[config.mk]
export PLATFORM = sky130hd
export DESIGN_NAME = axis_corr_stimgen
export DESIGN_NICKNAME = d
export VERILOG_FILES = /design/src/rtl/axis_corr_stimgen.sv
export SDC_FILE = /design/constraint.sdc
export NUM_CORES = 1
export LEC_CHECK = 0
export ABC_AREA = 1
export BUFFER_PORTS_ARGS = -buffer_cell sky130_fd_sc_hd__buf_2
export CAP_MARGIN = 20
export CORE_AREA = 2 2 497 499
export CTS_BUF_LIST = sky130_fd_sc_hd__clkbuf_8
export DETAILED_ROUTE_END_ITERATION = 16
export DIE_AREA = 0 0 499 501
export PLACE_DENSITY_LB_ADDON = 0.05
export SKIP_LAST_GASP = 1
export SLEW_MARGIN = 20
export SYNTH_ARGS = -nofsm -noshare
export SYNTH_HDL_FRONTEND = slang
export SYNTH_SLANG_ARGS = --single-unit
[constraint.sdc]
create_clock -name ap_clk -period 8.2 [get_ports ap_clk]
set_input_delay 1.64 -clock ap_clk [delete_from_list [all_inputs] [get_ports ap_clk]]
set_output_delay 1.64 -clock ap_clk [all_outputs]
set_load 0.05 [all_outputs]
[src/rtl/axis_corr_stimgen.sv]
// Stimulus generator and result collector for the correlation kernel host streams.
// Drives configurable per-run patterns on m_axis, then counts results on s_axis until a tlast in DRAIN.
module axis_corr_stimgen #(
  parameter int DATA_W = 512,
  parameter int LANE_W = 32,
  parameter int DEST_W = 4,
  parameter int CNT_W  = 32,
  parameter int RUN_W  = 8
) (
  input  logic                ap_clk,
  input  logic                ap_rst,
  input  logic                cfg_valid,
  output logic                cfg_ready,
  input  logic [CNT_W-1:0]    cfg_elements,
  input  logic [LANE_W-1:0]   cfg_seed,
  input  logic [1:0]          cfg_mode,
  input  logic [RUN_W-1:0]    cfg_runs,
  input  logic [DEST_W-1:0]   cfg_dest,
  output logic [DATA_W-1:0]   m_axis_tdata,
  output logic [DATA_W/8-1:0] m_axis_tkeep,
  output logic [DEST_W-1:0]   m_axis_tdest,
  output logic                m_axis_tlast,
  output logic                m_axis_tvalid,
  input  logic                m_axis_tready,
  input  logic [DATA_W-1:0]   s_axis_tdata,
  input  logic                s_axis_tlast,
  input  logic                s_axis_tvalid,
  output logic                s_axis_tready,
  output logic                busy,
  output logic                done,
  output logic [RUN_W-1:0]    run_idx,
  output logic [CNT_W-1:0]    beats_sent,
  output logic [CNT_W-1:0]    results_rcvd,
  output logic [LANE_W-1:0]   last_result
);

  localparam int NL = DATA_W / LANE_W;

  localparam logic [2:0] S_IDLE   = 3'd0;
  localparam logic [2:0] S_STREAM = 3'd1;
  localparam logic [2:0] S_DRAIN  = 3'd2;
  localparam logic [2:0] S_NEXT   = 3'd3;
  localparam logic [2:0] S_DONE   = 3'd4;

  logic [2:0]        state_q, state_d;
  logic [CNT_W-1:0]  elements_q, elements_d;
  logic [LANE_W-1:0] seed_q, seed_d;
  logic [1:0]        mode_q, mode_d;
  logic [RUN_W-1:0]  runs_q, runs_d;
  logic [DEST_W-1:0] dest_q, dest_d;
  logic [LANE_W-1:0] value_q, value_d;
  logic [CNT_W-1:0]  beat_q, beat_d;
  logic [RUN_W-1:0]  run_idx_q, run_idx_d;
  logic [CNT_W-1:0]  beats_sent_q, beats_sent_d;
  logic [CNT_W-1:0]  results_rcvd_q, results_rcvd_d;
  logic [LANE_W-1:0] last_result_q, last_result_d;

  logic              m_hs, s_hs, cfg_acc, is_last;
  logic [RUN_W:0]    run_nxt;
  logic [DATA_W-1:0] data_pat;
  logic              unused_tdata_hi;

  assign unused_tdata_hi = ^s_axis_tdata[DATA_W-1:LANE_W];

  assign m_axis_tvalid = (state_q == S_STREAM);
  assign m_hs    = m_axis_tvalid & m_axis_tready;
  assign s_hs    = s_axis_tvalid & s_axis_tready;
  assign cfg_acc = (state_q == S_IDLE) & cfg_valid;
  assign is_last = (beat_q == elements_q - CNT_W'(1));
  assign run_nxt = {1'b0, run_idx_q} + (RUN_W+1)'(1);

  always_comb begin
    data_pat = '0;
    for (int i = 0; i < NL; i++) begin
      data_pat[i*LANE_W +: LANE_W] = value_q + ((mode_q == 2'd1) ? LANE_W'(i) : '0);
    end
  end

  always_comb begin
    state_d      = state_q;
    elements_d   = elements_q;
    seed_d       = seed_q;
    mode_d       = mode_q;
    runs_d       = runs_q;
    dest_d       = dest_q;
    value_d      = value_q;
    beat_d       = beat_q;
    run_idx_d    = run_idx_q;
    beats_sent_d = beats_sent_q;
    case (state_q)
      S_IDLE: begin
        if (cfg_valid) begin
          elements_d   = cfg_elements;
          seed_d       = cfg_seed;
          mode_d       = cfg_mode;
          runs_d       = (cfg_runs == '0) ? RUN_W'(1) : cfg_runs;
          dest_d       = cfg_dest;
          value_d      = cfg_seed;
          beat_d       = '0;
          run_idx_d    = '0;
          beats_sent_d = '0;
          state_d      = (cfg_elements == '0) ? S_DONE : S_STREAM;
        end
      end
      S_STREAM: begin
        if (m_hs) begin
          beat_d       = beat_q + CNT_W'(1);
          beats_sent_d = beats_sent_q + CNT_W'(1);
          case (mode_q)
            2'd0, 2'd1: value_d = value_q + LANE_W'(1);
            2'd3:       value_d = value_q - LANE_W'(1);
            default:    value_d = value_q;
          endcase
          if (is_last) state_d = S_DRAIN;
        end
      end
      S_DRAIN: begin
        // Only a result tlast seen here closes the run; earlier ones are just counted.
        if (s_hs && s_axis_tlast) begin
          state_d = (run_nxt < {1'b0, runs_q}) ? S_NEXT : S_DONE;
        end
      end
      S_NEXT: begin
        run_idx_d = run_idx_q + RUN_W'(1);
        value_d   = seed_q;
        beat_d    = '0;
        state_d   = S_STREAM;
      end
      S_DONE:  state_d = S_IDLE;
      default: state_d = S_IDLE;
    endcase
  end

  always_comb begin
    results_rcvd_d = (cfg_acc ? '0 : results_rcvd_q) + (s_hs ? CNT_W'(1) : '0);
    last_result_d  = s_hs ? s_axis_tdata[LANE_W-1:0] : last_result_q;
  end

  always_ff @(posedge ap_clk or posedge ap_rst) begin
    if (ap_rst) begin
      state_q        <= S_IDLE;
      elements_q     <= '0;
      seed_q         <= '0;
      mode_q         <= '0;
      runs_q         <= '0;
      dest_q         <= '0;
      value_q        <= '0;
      beat_q         <= '0;
      run_idx_q      <= '0;
      beats_sent_q   <= '0;
      results_rcvd_q <= '0;
      last_result_q  <= '0;
    end else begin
      state_q        <= state_d;
      elements_q     <= elements_d;
      seed_q         <= seed_d;
      mode_q         <= mode_d;
      runs_q         <= runs_d;
      dest_q         <= dest_d;
      value_q        <= value_d;
      beat_q         <= beat_d;
      run_idx_q      <= run_idx_d;
      beats_sent_q   <= beats_sent_d;
      results_rcvd_q <= results_rcvd_d;
      last_result_q  <= last_result_d;
    end
  end

  // Ready outputs are gated by reset so they read low while it is held.
  assign cfg_ready     = (state_q == S_IDLE) & ~ap_rst;
  assign s_axis_tready = ~ap_rst;
  assign m_axis_tdata  = m_axis_tvalid ? data_pat : '0;
  assign m_axis_tkeep  = {(DATA_W/8){m_axis_tvalid}};
  assign m_axis_tdest  = m_axis_tvalid ? dest_q : '0;
  assign m_axis_tlast  = m_axis_tvalid & is_last;
  assign busy          = (state_q != S_IDLE);
  assign done          = (state_q == S_DONE);
  assign run_idx       = run_idx_q;
  assign beats_sent    = beats_sent_q;
  assign results_rcvd  = results_rcvd_q;
  assign last_result   = last_result_q;

endmodule

==> impl_results.md, run 1 <==
* Status: finished clean
* Yosys warns at 0
* Net Sw Power at between 10000 and 15000 uW
* Setup Fix Bufs, Post-CTS at 0
* Row cnt at 182
* Switching Share at approximately 70%
* Cell count after synthesis at around 4000
* Initial cell density of the core at under 10%
* Top Usage Layer GRT: met2
* Met3 Use GR at 2.602%
* Post-placement cell count at ~7800
* Slew HR at between 20% and 30%
* Final cell count without fillers at about 7900
* Library cells used by synthesis at 57
* Met2 Use GR at 23.45%
* Crit-path leading delay family: simple AND/OR/NAND/NOR gates
* Reg clk slew, reported paths at 0.06 ns
* Max-slew violations at 0
* Die height at around 500 um
* First-pass GRT wire length at 251.6 mm
* Crit end category: output port
* CTS tree: done
* Final setup fails at 0
* Startpoint types: register
* Post-placement cell area at around 31000 um2
* TritonCTS buffer count at slightly below 60
* Area Overhead vs Synth at 34.07%
* CTS Sinks at approximately 250
* Synth Area per Inst at between 6 and 7 um2
* Detailed Routing Iterations Pass 1 at 5
* Slew @ Worst Pin at 1.074 ns
* Cells resized by post-CTS repair at 0
* Final hold violations at 0
* Worst Path Max Fanout at 16
* RSZ-0062 raised after global routing: no
* Clock power frac at approximately a tenth
* WS Path Type: reg2out
* Cts hold-fix bufs at 0
* Die area at about 250000 um2
* Worst reg2reg path depth at 13
* Hold path depth at 2
* Initial antenna violation count at 37
* Synth Cell Area at 24370 um2
* Hold_ws at ~0.48 ns
* Asr flop ratio synth at 100.0%
* Sequential share of power at 12.2%
* Most frequent CP cell: inv_1
* H-tree depth at 2
* Hold_sp: last_result[18]$_DFFE_PP0P_
* Crit-path cells: nand2_1 -> nor2_1 -> inv_1 -> nor2_2 -> inv_1 -> nor2_4 -> inv_1 -> nor3_1 -> nor3_1 -> buf_2
* Crit path arrival time at between 5 and 6 ns
* Vias per std cell at 3.785
* Final core utilization at about an eighth
* Fin area at between 30000 and 40000 um2
* CORE AREA at roughly 240000 um2
* Critical path depth at 10
* VDD IR max at between 0.2 and 0.3 mV
* GR Util met1 at between 15 and 20%
* Clk_lat worst skew at 0.76 ns
* GPL Wtd Cong at between 0.7 and 0.8
* Logic pwr share at between 70 and 80%
* Prevailing post-synth register cell: dfrtp_1
* Initial DRC Count at 1909
* DP Wirelength at 147.1 mm
* Max stage delay on crit path at 0.96 ns
* Crit Reg-Reg Startpoint: state_q[2]$_DFFE_PP0P_
* IO Port Bufs at 805
* Fillers at around 29000
* Clk root buf: clkbuf_8
* PwrDens at 484.3 nW/um2
* Die W at between 400 and 500 um
* Final wirelength at between 150 and 200 mm
* Remaining routing DRC violations at 0
* Number of max-cap violations at 0
* Fin crit share at around 84%
* GRT Util Overall at 14.10%
* Largest net degree at the start of global routing at roughly 150
* Post-Route Setup TNS at 0 ns
* Maximum clock frequency at 145.3 MHz
* Max Clock Skew at roughly 0.07 ns
* Ports at between 1000 and 1500
* Crit path time final at approximately 6.9 ns
* Cell-internal power at about 4700 uW
* Clock buffer depth at 3
* Slowest CP cell: dfrtp_1
* Syn nets at 4622
* Layout cells sized above 1 at around 22%
* Number of synthesized register bits at approximately 250
* Hold WC Path Type: reg2reg
* Via count at 29784
* Post-synth EDFFs at 0
* Vias in the first global route at just under 30000
* DRT antenna net count at 0
* Worst setup path startpoint: value_q[9]$_DFFE_PP0P_
* Worst Path Buf+Inv at 4
* Layout Nets at between 5000 and 6000
* CP Data Required Time at 6.56 ns
* WL/cell at between 20 and 25 um
* Lkg Pwr at roughly 0.014 uW
* Congestion Overflow GR at 0
* Seq/Total Area, Yosys at 25.57%
registers in the layout (all words and copies together) (netlist names):
signal and count:
beat_q 32, beats_sent 32, elements_q 32, last_result 32, results_rcvd 32, seed_q 32, value_q 32, run_idx 8
runs_q 8, dest_q 4, state_q 3, mode_q 2
layout by cell type (no fill, tap or decap), types with 7 or more instances in the layout:
cell,netlist,final
buf_4,102,70
inv_1,417,437
nor3_2,7,7
ha_1,51,51
a211oi_1,12,12
a21o_1,8,8
nor3_1,297,297
inv_2,19,18
nand3_1,107,107
clkbuf_8,0,76
a31oi_1,30,30
xnor2_1,31,31
nor2_2,13,14
o31ai_1,9,9
o21ai_0,420,420
a21oi_1,497,496
nor2_4,10,11
nor2_1,504,502
a22oi_1,11,11
buf_2,28,805
nand2_1,703,702
nor4_1,38,38
o21a_1,13,13
dfrtp_1,249,249
nand3b_1,9,9
xor2_1,93,93
nand4_1,42,42
stage by stage:
step | setup WS, ns | total power [uW]
4_1_cts | 1.174 | 16250
2_1_floorplan | 0.2650 | 10440
3_5_place_dp | 2.057 | 14500
3_3_place_gp | 2.059 | 14560
6_report | 1.319 | 15820
5_1_grt | 0.9064 | 16920
cell families (layout without fill, tap and decap cells):
group	after synthesis	count (layout)	share of synthesized area, %
simple gates	1753	1753	31.15
compound gates	1040	1040	22.58
buf+inv	750	1421	13.30
flops	249	249	25.57
xor+xnor	124	124	4.457
fa+ha+maj	55	55	2.947
other cells	0	6	0
Yosys cell counts, drive strengths merged (5+ instances only):
master	number	share of area, %
a211oi	12	0.37
a21o	8	0.25
a21oi	497	10
a221oi	6	0.22
a22oi	11	0.34
a31oi	30	0.77
buf	142	3.9
clkbuf	168	2.6
dfrtp	249	26
ha	51	2.6
inv	436	6.7
nand2	709	11
nand3	110	2.3
nand3b	9	0.28
nand4	43	1.1
nor2	527	8.6
nor3	306	6.5
nor4	39	1.1
o21a	13	0.40
o21ai	422	8.7
o21bai	5	0.15
o22ai	6	0.15
o31ai	10	0.33
xnor2	31	1.1
xor2	93	3.3
power groups by stage:
stage	registers, uW	clock network [uW]	logic [uW]
6_report	1920	1600	12300
5_1_grt	1980	1770	13200
2_1_floorplan	1900	0	8530
4_1_cts	1930	1730	12600
3_3_place_gp	1950	0	12600
3_5_place_dp	1950	0	12600
worst register-to-register path, cell delays in order, from the launching register on:
cell	delay (ns)
dfrtp_1	0.42
inv_1	0.09
nand2_2	0.06
buf_4	0.45
nor2_4	0.17
inv_8	0.49
o21ai_1	0.24
nor2_1	0.13
buf_4	0.24
nand2_1	0.10
buf_4	0.28
inv_1	0.58
o221ai_1	0.45
o22ai_1	0.24
final timing paths:
kind                       slack [ns]                          end
max in group asynchronous        5.82      value_q[12]$_DFFE_PP0P_
min in group asynchronous        1.02    beats_sent[2]$_DFFE_PP0P_
max reg2reg                      4.13      value_q[10]$_DFFE_PP0P_
min reg2reg                      0.48  last_result[18]$_DFFE_PP0P_
min                              0.48  last_result[18]$_DFFE_PP0P_
max                              1.32            m_axis_tdata[436]
per-layer routing:
metal  share of wire (%)  vias up
met5               0.035        -
met4                 1.3       10
met3                 5.2      147
met2                  47      888
met1                  47    14321
li1                    -    14418
area by class of cell:
class	count	area, um2	share of cell area (%)
clock inverter	27	150.1	0.4596
timing repair buffer	878	4614	14.12
multi-input combinational	2972	14920	45.67
antenna	6	15.01	0.04596
tap	3220	4029	12.33
clock buffer	76	1046	3.202
inverter	440	1665	5.097
sequential	249	6231	19.07
(Power assumes the default switching activity.)
==> run 2, diff against run 1 <==
--- a/config.mk
+++ b/config.mk
@@ -5,13 +5,13 @@
 export SDC_FILE = /design/constraint.sdc
 export NUM_CORES = 1
 export LEC_CHECK = 0
-export ABC_AREA = 1
+export ABC_AREA = 0
 export BUFFER_PORTS_ARGS = -buffer_cell sky130_fd_sc_hd__buf_2
 export CAP_MARGIN = 20
-export CORE_AREA = 2 2 497 499
+export CORE_AREA = 2 2 504 506
 export CTS_BUF_LIST = sky130_fd_sc_hd__clkbuf_8
 export DETAILED_ROUTE_END_ITERATION = 16
-export DIE_AREA = 0 0 499 501
+export DIE_AREA = 0 0 506 508
 export PLACE_DENSITY_LB_ADDON = 0.05
 export SKIP_LAST_GASP = 1
 export SLEW_MARGIN = 20
==> constraint.sdc (replaced) <==
create_clock -name ap_clk -period 6.57 [get_ports ap_clk]
set_input_delay 1.314 -clock ap_clk [delete_from_list [all_inputs] [get_ports ap_clk]]
set_output_delay 1.314 -clock ap_clk [all_outputs]
set_load 0.05 [all_outputs]
==> run 2 against run 1 <==
  * Synthesized area is 3.0% lower
  * Clock skew fell by 0.030 ns
  * Sequential power up 18%
  * Worst setup slack got worse by 0.73 ns
  * Worst hold slack got worse by 0.0067 ns
  * Register-to-register slack got worse by 1.9 ns
  * Synthesized cell count decreased by 16%
  * Non-clock buffer count grew 72
  * Sequential share of layout area decreased by 0.50 points
  * Wire length increased by 0.27%
  * Largest power group unchanged
  * Highest routed layer unchanged
==> impl_results.md, run 2 <==
* Setup Fix Bufs, Post-CTS at 0 (unchanged)
* H-tree depth at 2 (unchanged)
* Final hold violations at 0 (unchanged)
* IO Port Bufs at 805 (unchanged)
* Startpoint types: register
* Commonest non-fill, non-tap cell in the layout: buf_2
* Yosys top cell area share at 26.37% (+0.80 points)
* Synth Area in XOR/XNOR at 17.05% (+13 points)
* Post-Route Setup TNS at 0 ns (unchanged)
* Worst reg2reg path depth at 13 (unchanged)
* PwrDens at 543.6 nW/um2 (+12%)
* Crit end category: output port
* Seq/Total Area, Yosys at 26.37% (+0.80 points)
* Final wirelength at 184.1 mm (+0.27%)
* Syn nets at 3986 (-14%)
* Cell count after synthesis at 3335 (-16%)
* Main area contributors after synthesis: dfrtp_1 (26%), xor2_1 (11%), nand2_1 (8.7%), nor2_1 (8.2%), xnor2_1 (5.7%)
* Synth Cell Area at 23630 um2 (-3.0%)
* Remaining routing DRC violations at 0 (unchanged)
* Cts hold-fix bufs at 0 (unchanged)
* Max Clock Skew at 0.04086 ns (-0.02952 ns)
* Initial DRC Count at 1310 (-31%)
* Die W at 506 um (+1.4%)
* Adder-cell share of the synthesized area at 3.039% (+0.092 points)
* Fin crit share at about nine tenths
* WL/cell at 24.85 um (+6.5%)
* Max-slew violations at 0 (unchanged)
* DP Wirelength at 147.3 mm (+0.13%)
* Post-synth EDFFs at 0 (unchanged)
* Clk root buf: clkbuf_8
* Compound-Gate Fraction of Synth Area at 13.18% (-9.4 points)
* Crit path time final at approximately 6 ns
* RSZ-0062 raised after global routing: no
* Area Overhead vs Synth at 42.78%
* Lkg Pwr at 0.01404 uW (-2.4%)
* Cells resized by post-CTS repair at 0 (unchanged)
* Worst Path Max Fanout at 10 (-6)
* Via count at 25821 (-13%)
* CP Data Required Time at 5.26 ns (-1.30 ns)
* Row cnt at 185 (+1.6%)
* TritonCTS buffer count at 56 (-5.1%)
* Die area at 257000 um2 (+2.8%)
* Reg2reg end: value_q[31]$_DFFE_PP0P_
* Vias per std cell at 3.485 (-7.9%)
* Largest family of logic cells by synthesized area: simple AND/OR/NAND/NOR gates
* Slew @ Worst Pin at 1.019 ns (-0.05537 ns)
* GPL Wtd Cong at 0.7482 (-1.4%)
* Layout Nets at 4643 (-12%)
* Vias in the first global route at 26207 (-12%)
* Hold path depth at 2 (unchanged)
* Hold Path End: seed_q[16]$_DFFE_PP0P_
* Number of synthesized register bits at 249 (unchanged)
* Synth Area per Inst at 7.086 um2 (+15%)
* Prevailing post-synth register cell: dfrtp_1
* Hold WC Path Type: reg2reg
* Status: finished clean
* Final setup fails at 0 (unchanged)
* Clock buffer depth at 3 (unchanged)
* Yosys warns at 0 (unchanged)
* Post-synth top cells: nand2_1 (547), nor2_1 (518), xor2_1 (307), dfrtp_1 (249), clkbuf_1 (211)
* Crit Reg-Reg Startpoint: mode_q[1]$_DFFE_PP0P_
* Library cells used by synthesis at 68 (+19%)
* Total Power at 18340 uW (+16%)
* Die height at 508 um (+1.4%)
* CTS tree: done
* GRT Util Overall at 13.84% (-0.25 points)
* Most numerous cell in the Yosys netlist: nand2_1
* VDD IR max at 0.1969 mV (-31%)
* Clk_lat worst skew at 0.73 ns (-0.03 ns)
* Detailed Routing Iterations Pass 1 at 5 (unchanged)
* Reg clk slew, reported paths at 0.06 ns (about the same)
* Initial cell density of the core at 9.366% (-0.59 points)
* Layout cells sized above 1 at 28.16% (+5.9 points)
* First-pass GRT wire length at 246.8 mm (-1.9%)
* CTS Sinks at 249 (unchanged)
* Initial antenna violation count at 50 (+35%)
* Ports at 1286 (unchanged)
* Most frequent cells in the layout: buf_2 (733), nand2_1 (547), nor2_1 (515)
* Largest net degree at the start of global routing at 102 (-30%)
* Crit path arrival time at 4.67 ns (-0.57 ns)
* Number of max-cap violations at 0 (unchanged)
* Mux contribution to synthesized area at 2.335% (+2.3 points)
* CORE AREA at 252300 um2 (+3.1%)
* DRT antenna net count at 0 (unchanged)
* Hold_sp: seed_q[16]$_DFFE_PP0P_
* Asr flop ratio synth at 100.0% (unchanged)
* Congestion Overflow GR at 0 (unchanged)
* Slew HR at 32.07% (+3.7 points)
* WS Path Type: reg2out
* R2r setup slk at 2.20 ns (-1.93 ns)
* Dominant cell type by area after synthesis: dfrtp_1
* Synth Area in Simple Gates at 30.31% (-0.84 points)
* Maximum clock frequency at 167.1 MHz
run 2: changes by cell type in the layout (fill, tap and decap cells not counted), sizes merged, moves of 17 or more:
cell   before  now
inv       458   52
xnor2      31  153
mux2i       0   18
xor2       93  307
and2        2   62
nand2     709  547
a21oi     497  199
o21ai     422  201
buf       878  950
mux2        0   33
or3         0  138
nor4       39   22
and3        2   35
nor3      306   75
run 2: per-stage QoR:
stage / util [%] / std cells / hold WS [ns] / worst slack [ns] / area [um2]
floorplan: - / 3335 / 0.4368 / 0.7719 / 23630
global placement: 12.87 / 7300 / 0.4530 / 1.014 / 32480
detailed placement: 12.88 / 7300 / 0.4595 / 1.077 / 32490
CTS: 13.37 / 7404 / 0.4749 / 0.1988 / 33720
global route: 13.37 / 7406 / 0.4996 / 0.1775 / 33730
finish: 13.37 / 7410 / 0.4707 / 0.5866 / 33740
run 2: metal layers:
layer / track usage (%) / up-vias / routed length, um
met5: 0 / - / 238
met1: 16.95 / 12387 / 78500
li1: - / 12393 / -
met3: 4.238 / 172 / 13640
met4: 3.105 / 38 / 4378
met2: 23.61 / 831 / 87370
run 2: layout make-up:
type / count / area, um2
multi-input cells: 2699 / 15650
clock buffers: 76 / 1046
clock inverters: 28 / 191.4
well taps: 3366 / 4212
repair buffers: 950 / 6223
inverters: 36 / 141.4
flip-flops and latches: 249 / 6265
diodes: 6 / 15.01
fillers: 29539 / 218600
run 2: critical path: stages (launching register included):
cell and delay, ns:
dfrtp_1 0.34, inv_1 0.08, nor2_1 0.11, buf_4 0.26
ha_1 0.53, fa_1 0.54, nand3_1 0.59, nor2_1 0.65
nand3_1 0.16, xor2_1 0.20, nor2_1 0.12, buf_2 0.30
run 2: worst max-delay path by stage:
stage / from / end / slack (ns) / cells past startpoint
final: mode_q[0]$_DFFE_PP0P_ / m_axis_tdata[126] / 0.59 / 11
after global routing: mode_q[0]$_DFFE_PP0P_ / m_axis_tdata[110] / 0.18 / 11
after CTS: mode_q[0]$_DFFE_PP0P_ / m_axis_tdata[511] / 0.20 / 13
after detailed placement: mode_q[0]$_DFFE_PP0P_ / m_axis_tdata[511] / 1.08 / 13
after global placement: value_q[9]$_DFFE_PP0P_ / m_axis_tdata[509] / 1.01 / 9
after floorplan: state_q[0]$_DFFE_PP0P_ / m_axis_tdata[160] / 0.77 / 8
run 2: cells by family after synthesis:
group | after synthesis
simple gates | 1592
compound gates | 541
xor+xnor | 460
buf+inv | 387
fa+ha+maj | 55
flops | 249
mux | 51
run 2: power by group:
part | switching [uW] | internal, uW
Clock | 903 | 1110
Combinational | 10800 | 3290
Sequential | 521 | 1740
